File: config.mk
export PLATFORM = sky130hd
export DESIGN_NAME = ser8_tx
export DESIGN_NICKNAME = d
export VERILOG_FILES = /design/src/rtl/ser8_pkg.sv /design/src/rtl/ser8_baud.sv /design/src/rtl/ser8_tx.sv
export SDC_FILE = /design/constraint.sdc
export NUM_CORES = 1
export LEC_CHECK = 0
export ABC_AREA = 1
export BUFFER_PORTS_ARGS = -buffer_cell sky130_fd_sc_hd__buf_2
export CORE_UTILIZATION = 30
export DETAILED_ROUTE_END_ITERATION = 7
export PLACE_DENSITY_LB_ADDON = 0.12
export SLEW_MARGIN = 10
export SYNTH_ARGS = -nofsm -noshare
export SYNTH_HDL_FRONTEND = slang
export SYNTH_SLANG_ARGS = --single-unit
File: constraint.sdc
create_clock -name stclk -period 1.4 [get_ports stclk]
set_input_delay 0.07 -clock stclk [delete_from_list [all_inputs] [get_ports stclk]]
set_output_delay 0.07 -clock stclk [all_outputs]
set_load 0.01 [all_outputs]
File: src/rtl/ser8_pkg.sv
// Shared definitions for the 8-bit serial transmitter: FSM encoding, frame-bit
// constants and frame-length helper.
package ser8_pkg;

  typedef enum logic [2:0] {
    StIdle,
    StStart,
    StData,
    StParity,
    StStop
  } state_e;

  localparam logic START_BIT = 1'b0;
  localparam logic STOP_BIT  = 1'b1;
  localparam int unsigned DATA_BITS = 8;

  // Frame length in clock cycles: start + data + optional parity + stop.
  function automatic int unsigned frame_len(input int unsigned clks_per_bit,
                                            input bit parity_en);
    return (DATA_BITS + 2 + (parity_en ? 1 : 0)) * clks_per_bit;
  endfunction

endpackage

File: src/rtl/ser8_baud.sv
// Bit-period counter: emits a one-cycle bit_tick every CLKS_PER_BIT enabled cycles.
module ser8_baud #(
  parameter int unsigned CLKS_PER_BIT = 4
) (
  input  logic clk,
  input  logic rst,
  input  logic clear,
  input  logic en,
  output logic bit_tick
);

  localparam int unsigned CntW = $clog2(CLKS_PER_BIT);

  logic [CntW-1:0] cnt_q;
  logic            last;

  assign last     = (cnt_q == CntW'(CLKS_PER_BIT - 1));
  assign bit_tick = en && last;

  always_ff @(posedge clk or posedge rst) begin
    if (rst) begin
      cnt_q <= '0;
    end else if (clear || !en || last) begin
      cnt_q <= '0;
    end else begin
      cnt_q <= cnt_q + 1'b1;
    end
  end

endmodule

File: src/rtl/ser8_tx.sv
// Byte-to-serial transmitter: start bit, 8 data bits LSB first, optional even
// parity, stop bit; valid/ready handshake on the parallel side.
module ser8_tx
  import ser8_pkg::*;
#(
  parameter int unsigned CLKS_PER_BIT = 4,
  parameter bit          PARITY_EN    = 1'b1
) (
  input  logic       stclk,
  input  logic       strst,
  input  logic [7:0] stin,
  input  logic       stvalid,
  output logic       stready,
  output logic       stout,
  output logic       stbusy,
  output logic       stdone
);

  state_e     state_q, state_d;
  logic [7:0] sh_q;
  logic       par_q;
  logic [2:0] bit_cnt_q;
  logic       done_q;
  logic       bit_tick;
  logic       accept;

  assign accept = stvalid && stready;

  ser8_baud #(
    .CLKS_PER_BIT(CLKS_PER_BIT)
  ) u_baud (
    .clk     (stclk),
    .rst     (strst),
    .clear   (accept),
    .en      (state_q != StIdle),
    .bit_tick(bit_tick)
  );

  always_ff @(posedge stclk or posedge strst) begin
    if (strst) begin
      state_q <= StIdle;
    end else begin
      state_q <= state_d;
    end
  end

  // Parity is captured with the byte since the shift register drains it.
  always_ff @(posedge stclk or posedge strst) begin
    if (strst) begin
      sh_q      <= '0;
      par_q     <= 1'b0;
      bit_cnt_q <= '0;
      done_q    <= 1'b0;
    end else begin
      if (accept) begin
        sh_q  <= stin;
        par_q <= ^stin;
      end else if (state_q == StData && bit_tick) begin
        sh_q <= {1'b0, sh_q[7:1]};
      end
      if (state_q == StData && bit_tick) begin
        bit_cnt_q <= bit_cnt_q + 3'd1;
      end
      done_q <= (state_q == StStop) && bit_tick;
    end
  end

  always_comb begin
    state_d = state_q;
    unique case (state_q)
      StIdle:   if (accept) state_d = StStart;
      StStart:  if (bit_tick) state_d = StData;
      StData: begin
        if (bit_tick && bit_cnt_q == 3'(DATA_BITS - 1)) begin
          state_d = PARITY_EN ? StParity : StStop;
        end
      end
      StParity: if (bit_tick) state_d = StStop;
      StStop:   if (bit_tick) state_d = StIdle;
      default:  state_d = StIdle;
    endcase
  end

  always_comb begin
    stout   = STOP_BIT;
    stready = (state_q == StIdle);
    stbusy  = (state_q != StIdle);
    stdone  = done_q && (state_q == StIdle);
    unique case (state_q)
      StIdle:   stout = STOP_BIT;
      StStart:  stout = START_BIT;
      StData:   stout = sh_q[0];
      StParity: stout = par_q;
      StStop:   stout = STOP_BIT;
      default:  stout = STOP_BIT;
    endcase
  end

endmodule

# Word level (Yosys, flattened, before mapping)
# Index checks and enable logic that the tools add are counted.
# op_classes
addsub,2
mux,10
n_eq_ne,11
n_reduce_logical,14
n_shift,0
mul,0
n_bitwise,0
order_cmp,0
n_div,0
# op_table
op,n
8-bit 2-to-1 mux,2
3-bit 2-to-1 mux,5
3-bit case mux with 5 select lines,1
8-bit parity,1
3-bit by 2-bit equality test with 1-bit output (second input constant),2
3-bit equality test (second input constant),2
1-bit logical AND,6
2-bit != test (second input constant),3
5-bit AND reduction,1
2-bit by 1-bit != test with 1-bit output (second input constant),2
3-bit by 1-bit adder with 3-bit output (second input constant),1
3-bit by 1-bit equality test with 1-bit output (second input constant),1
3-bit logical NOT,1
1-bit case mux with 3 select lines,1
3-bit nonzero test,1
2-bit by 1-bit adder with 2-bit output (second input constant),1
2-bit equality test (second input constant),1
1-bit logical OR,2
2-bit 2-to-1 mux,1
2-bit nonzero test,1
1-bit logical NOT,1
# totals
latchBits,0
mem_bits_ro,0
mem_bits_rw,0
reg_bits,18
elab_cells,43
output_inout_bits,4
n_memories,0

# Longest topological paths before layout
# depth
depth_word,5
ltp_mapped,9

# Hierarchy
# Synthesis repeated with hierarchy kept, for this count alone.
# hier_totals
hier_cells,162
area_unflattened_um2,1166.1
# modules_own_cells
module,instances,cells_each,seq_area_each_um2,area_per_inst_um2
ser8_tx,1,150,400.4,1063.5
ser8_baud,1,12,50.0,102.6

# Worst setup path after synthesis
# No wires, ideal clock.
# synth_timing
path_kind,flip-flop to flip-flop
from,register state_q[0]
to,register sh_q[6]
period_less_slack_ns,1.253
n_path_buf,1
required_time_ns,1.276
setup_slack_ns,0.147
arrival_ns,1.129
path_stages_with_launch,10
setup_ns,0.124
cell_sequence,dfrtp_1 buf_6 nor2_4 nand2_4 nor2_8 inv_6 nand2_8 inv_2 nand2_1 nand3_1
# synth_via
elab_chain_len,4
elab_cells_between_ends,8
classes_between,1 x eq/ne; 1 x mux; 6 x reduce/logical
# synth_lines
item,line,source
start: declaration,ser8_tx.sv:19,"state_e state_q, state_d;"
start signal: assignment,ser8_tx.sv:41,state_q <= StIdle;
start signal: assignment,ser8_tx.sv:43,state_q <= state_d;
3-bit nonzero test,n/a,
via stbusy,ser8_tx.sv:15,"output logic stbusy,"
1-bit logical AND,ser8_baud.sv:18,assign bit_tick = en && last;
1-bit logical AND,ser8_tx.sv:58,end else if (state_q == StData && bit_tick) begin
2-bit nonzero test (no line),n/a,
end signal: assignment,ser8_tx.sv:56,sh_q <= stin;
end signal: assignment,ser8_tx.sv:59,"sh_q <= {1'b0, sh_q[7:1]};"
end: declaration,ser8_tx.sv:20,logic [7:0] sh_q;
# The timed path passes the listed nets, and every way through them passes these cells.
# A chain may end at the register's enable or synchronous reset.

# Final worst setup path
# layout_timing
from,register state_q[2]
to,output port stdone
# layout_via
elab_chain_len,2
# layout_lines
item,line,source
3-bit logical NOT,ser8_tx.sv:88,stdone = done_q && (state_q == StIdle);
1-bit logical AND,ser8_tx.sv:88,
end: declaration,ser8_tx.sv:16,output logic stdone
# Every way passes these cells.

==> results.cfg <==
[sta]
skew_ns = 0.00674
finalSetupViolCount = 0
setup_ws_ns = 0.0567
setup_tns_ns = 0
finalCritPeriodShare_pct = 96.0
finalHoldViolCount = 0
relSlewSlack_pct = 81.0
rsz0062_at_grt = yes
period_minus_slack_ns = 1.34
worst_pin_slew_ns = 0.283
whs_ns = 0.0966
slew_viol_final = 0
fmax_mhz = 744

[place]
dp_hpwl_mm = 1.70
gp_congestion = 0.736
place_ws_ns = 0.0448
dpl-instance-area_sq_mm = 0.00124
dp.cells = 214
port_buffers = 14

[final_layout]
area_delta_synth_final_pct = 26.9
antennaDiodeCount = 0
multi_input_area_sq_um = 574
regArea_sq_um = 453
finalNetCount = 201
design_area_sq_mm = 0.00141
layout-drive-gt1-share_pct = 25.4
final_util_pct = 41.0
instances_no_fill = 231
fillers = 343

[grt]
antenna_found_initial = 0
grt_max_degree = 19
overflow = 0
grtUsageTotal_pct = 12.2
grt_pass1_vias = 914
grt_pass1_wl_mm = 3.93

[route]
ant_nets = 0
routed_via_density = 4.28
dr_total_vias = 989
drt_pass1_iterations = 4
drc = 0
routedWlPerCell_um = 9.49
first_iter_violations = 34
totalWireLength_mm = 2.19

[floorplanning]
core_area_sq_mm = 0.00344
fp.dieW_um = 62.9
rows = 21
ios = 15
die_h_um = 62.9
die-area_sq_mm = 0.00396
start_util_pct = 32.3

[setup_path]
worstPathArrival_ns = 1.27
rr_startpoint = state_q[2]
endpoint_kind = output port
critPathRequiredTime_ns = 1.33
crit_type = reg2out
path_cells = nor2_4, nand2_4, buf_4, nor2_1, buf_2
max_stage_delay_ns = 0.46
crit_start = state_q[2]
path_max_fanout = 5
crit_slowest_cell = dfrtp_2
start_kind = flop
worst-path-buf-inv = 2
critPathTopFamily = flip-flops

[cts]
cts-root-buf = clkbuf_8
cts_tree = built
cts_buffer_depth = 2
cts.sinks = 18
insertion_delay_ns = 0.25
cts-buffers-inserted = 3
clk_pin_slew_worst_paths_ns = 0.07
cts-htree-levels = 1

[yosys]
synth_cells = 153
synth-seq-cells = 18
syn_nets = 167
synthDistinctLibCells = 22
syn_avg_cell_area_sq_um = 7.27
synth_area_sq_mm = 0.00111
ys_warn_count = 0
ys_seq_area_share_pct = 40.5

[pwr]
finalPower_mw = 2.84
vdd_ir_drop_max_uv = 812
power_density_mw_per_mm2 = 2010
p_leak_nw = 0.785

[worst_hold_path]
worstHoldStart = stin[6]
hold_path_class = in2reg

[status]
outcome = finished clean

[run]
max_cap_violations = 0
where the power goes:
part           internal, mW  switching (mW)
sequential            0.759           0.164
combinational         0.711           0.849
clock                 0.191           0.162
synthesized netlist by cell type:
cell	count	share of area (%)
nand2_4	2	2.0
inv_6	1	0.79
a21oi_1	5	2.2
nor3_1	1	0.45
o21ai_2	1	0.79
inv_1	18	6.1
o21ai_1	2	0.90
inv_2	2	0.68
buf_6	1	1.0
nor2_1	11	3.7
dfrtp_1	18	40
nand2_8	1	1.8
nand3_1	10	4.5
ha_1	3	3.4
nand2_2	1	0.56
nor4_1	1	0.56
xnor2_1	2	1.6
o21ai_0	6	2.7
o211ai_1	1	0.68
nor2_4	2	2.0
nand2_1	63	21
nor2_8	1	1.8
worst paths after layout:
kind | endpoint | slack [ns] | cells past startpoint
max | stdone | 0.06 | 5
min | sh_q[6] | 0.1 | 3
max reg2reg | sh_q[6] | 0.09 | 8
min reg2reg | u_baud.cnt_q[0] | 0.44 | 1
max in group asynchronous | state_q[1] | 0.82 | 4
min in group asynchronous | done_q | 0.37 | 4
area by class of cell:
type,instances,area share [%]
repair buffers,30,13.9
multi-input cells,113,40.7
well taps,46,4.08
flip-flops and latches,18,32.1
inverters,21,6.29
clock buffers,3,2.93
metal layers:
layer | global-route usage (%) | vias up | wire length (um)
li1 | - | 538 | -
met1 | 14.0 | 440 | 1040
met2 | 23.1 | 11 | 1100
met3 | 3.28 | 0 | 55
met4 | 0.872 | 0 | 0
met5 | 0 | - | 0
cells in the final DEF (no fill, tap or decap), types with 2 or more instances in the layout:
cell type	synthesis	layout
inv_2	2	2
ha_1	3	3
inv_1	18	17
o21ai_0	6	5
nor2_1	11	10
clkbuf_8	0	3
o21ai_1	2	3
nor2_4	2	2
buf_2	0	14
xnor2_1	2	2
nand2_1	63	63
nand2_4	2	3
dfrtp_2	0	2
dfrtp_1	18	16
a21oi_1	5	5
nand3_1	10	10
buf_4	0	14
kinds of logic after synthesis:
logic type                 synth area share [%]
and+or+nand+nor                            38.7
AOI/OAI and AO/OA                          7.31
xor gates and xnor gates                   1.58
buffers and inverters                      8.55
DFF                                        40.5
adders and majority gates                  3.37
sequential cells by signal, indices dropped and copies added, names as in the netlist:
name          count
u_baud.cnt_q      2
state_q           3
done_q            1
sh_q              8
par_q             1
bit_cnt_q         3
timing repair:
item	in CTS	in global routing
buffers inserted	0	13
endpoints found under the setup margin	0	10
gates resized for setup	0	9
hold buffers	1	0
endpoints found under the hold margin	18	0
worst min-delay path, delay by kind of cell:
kind | cells | cell delay (ns)
buffers and inverters | 1 | 0.11
and+or+nand+nor | 2 | 0.13
No activity file was read; power rests on OpenSTA's default activity.
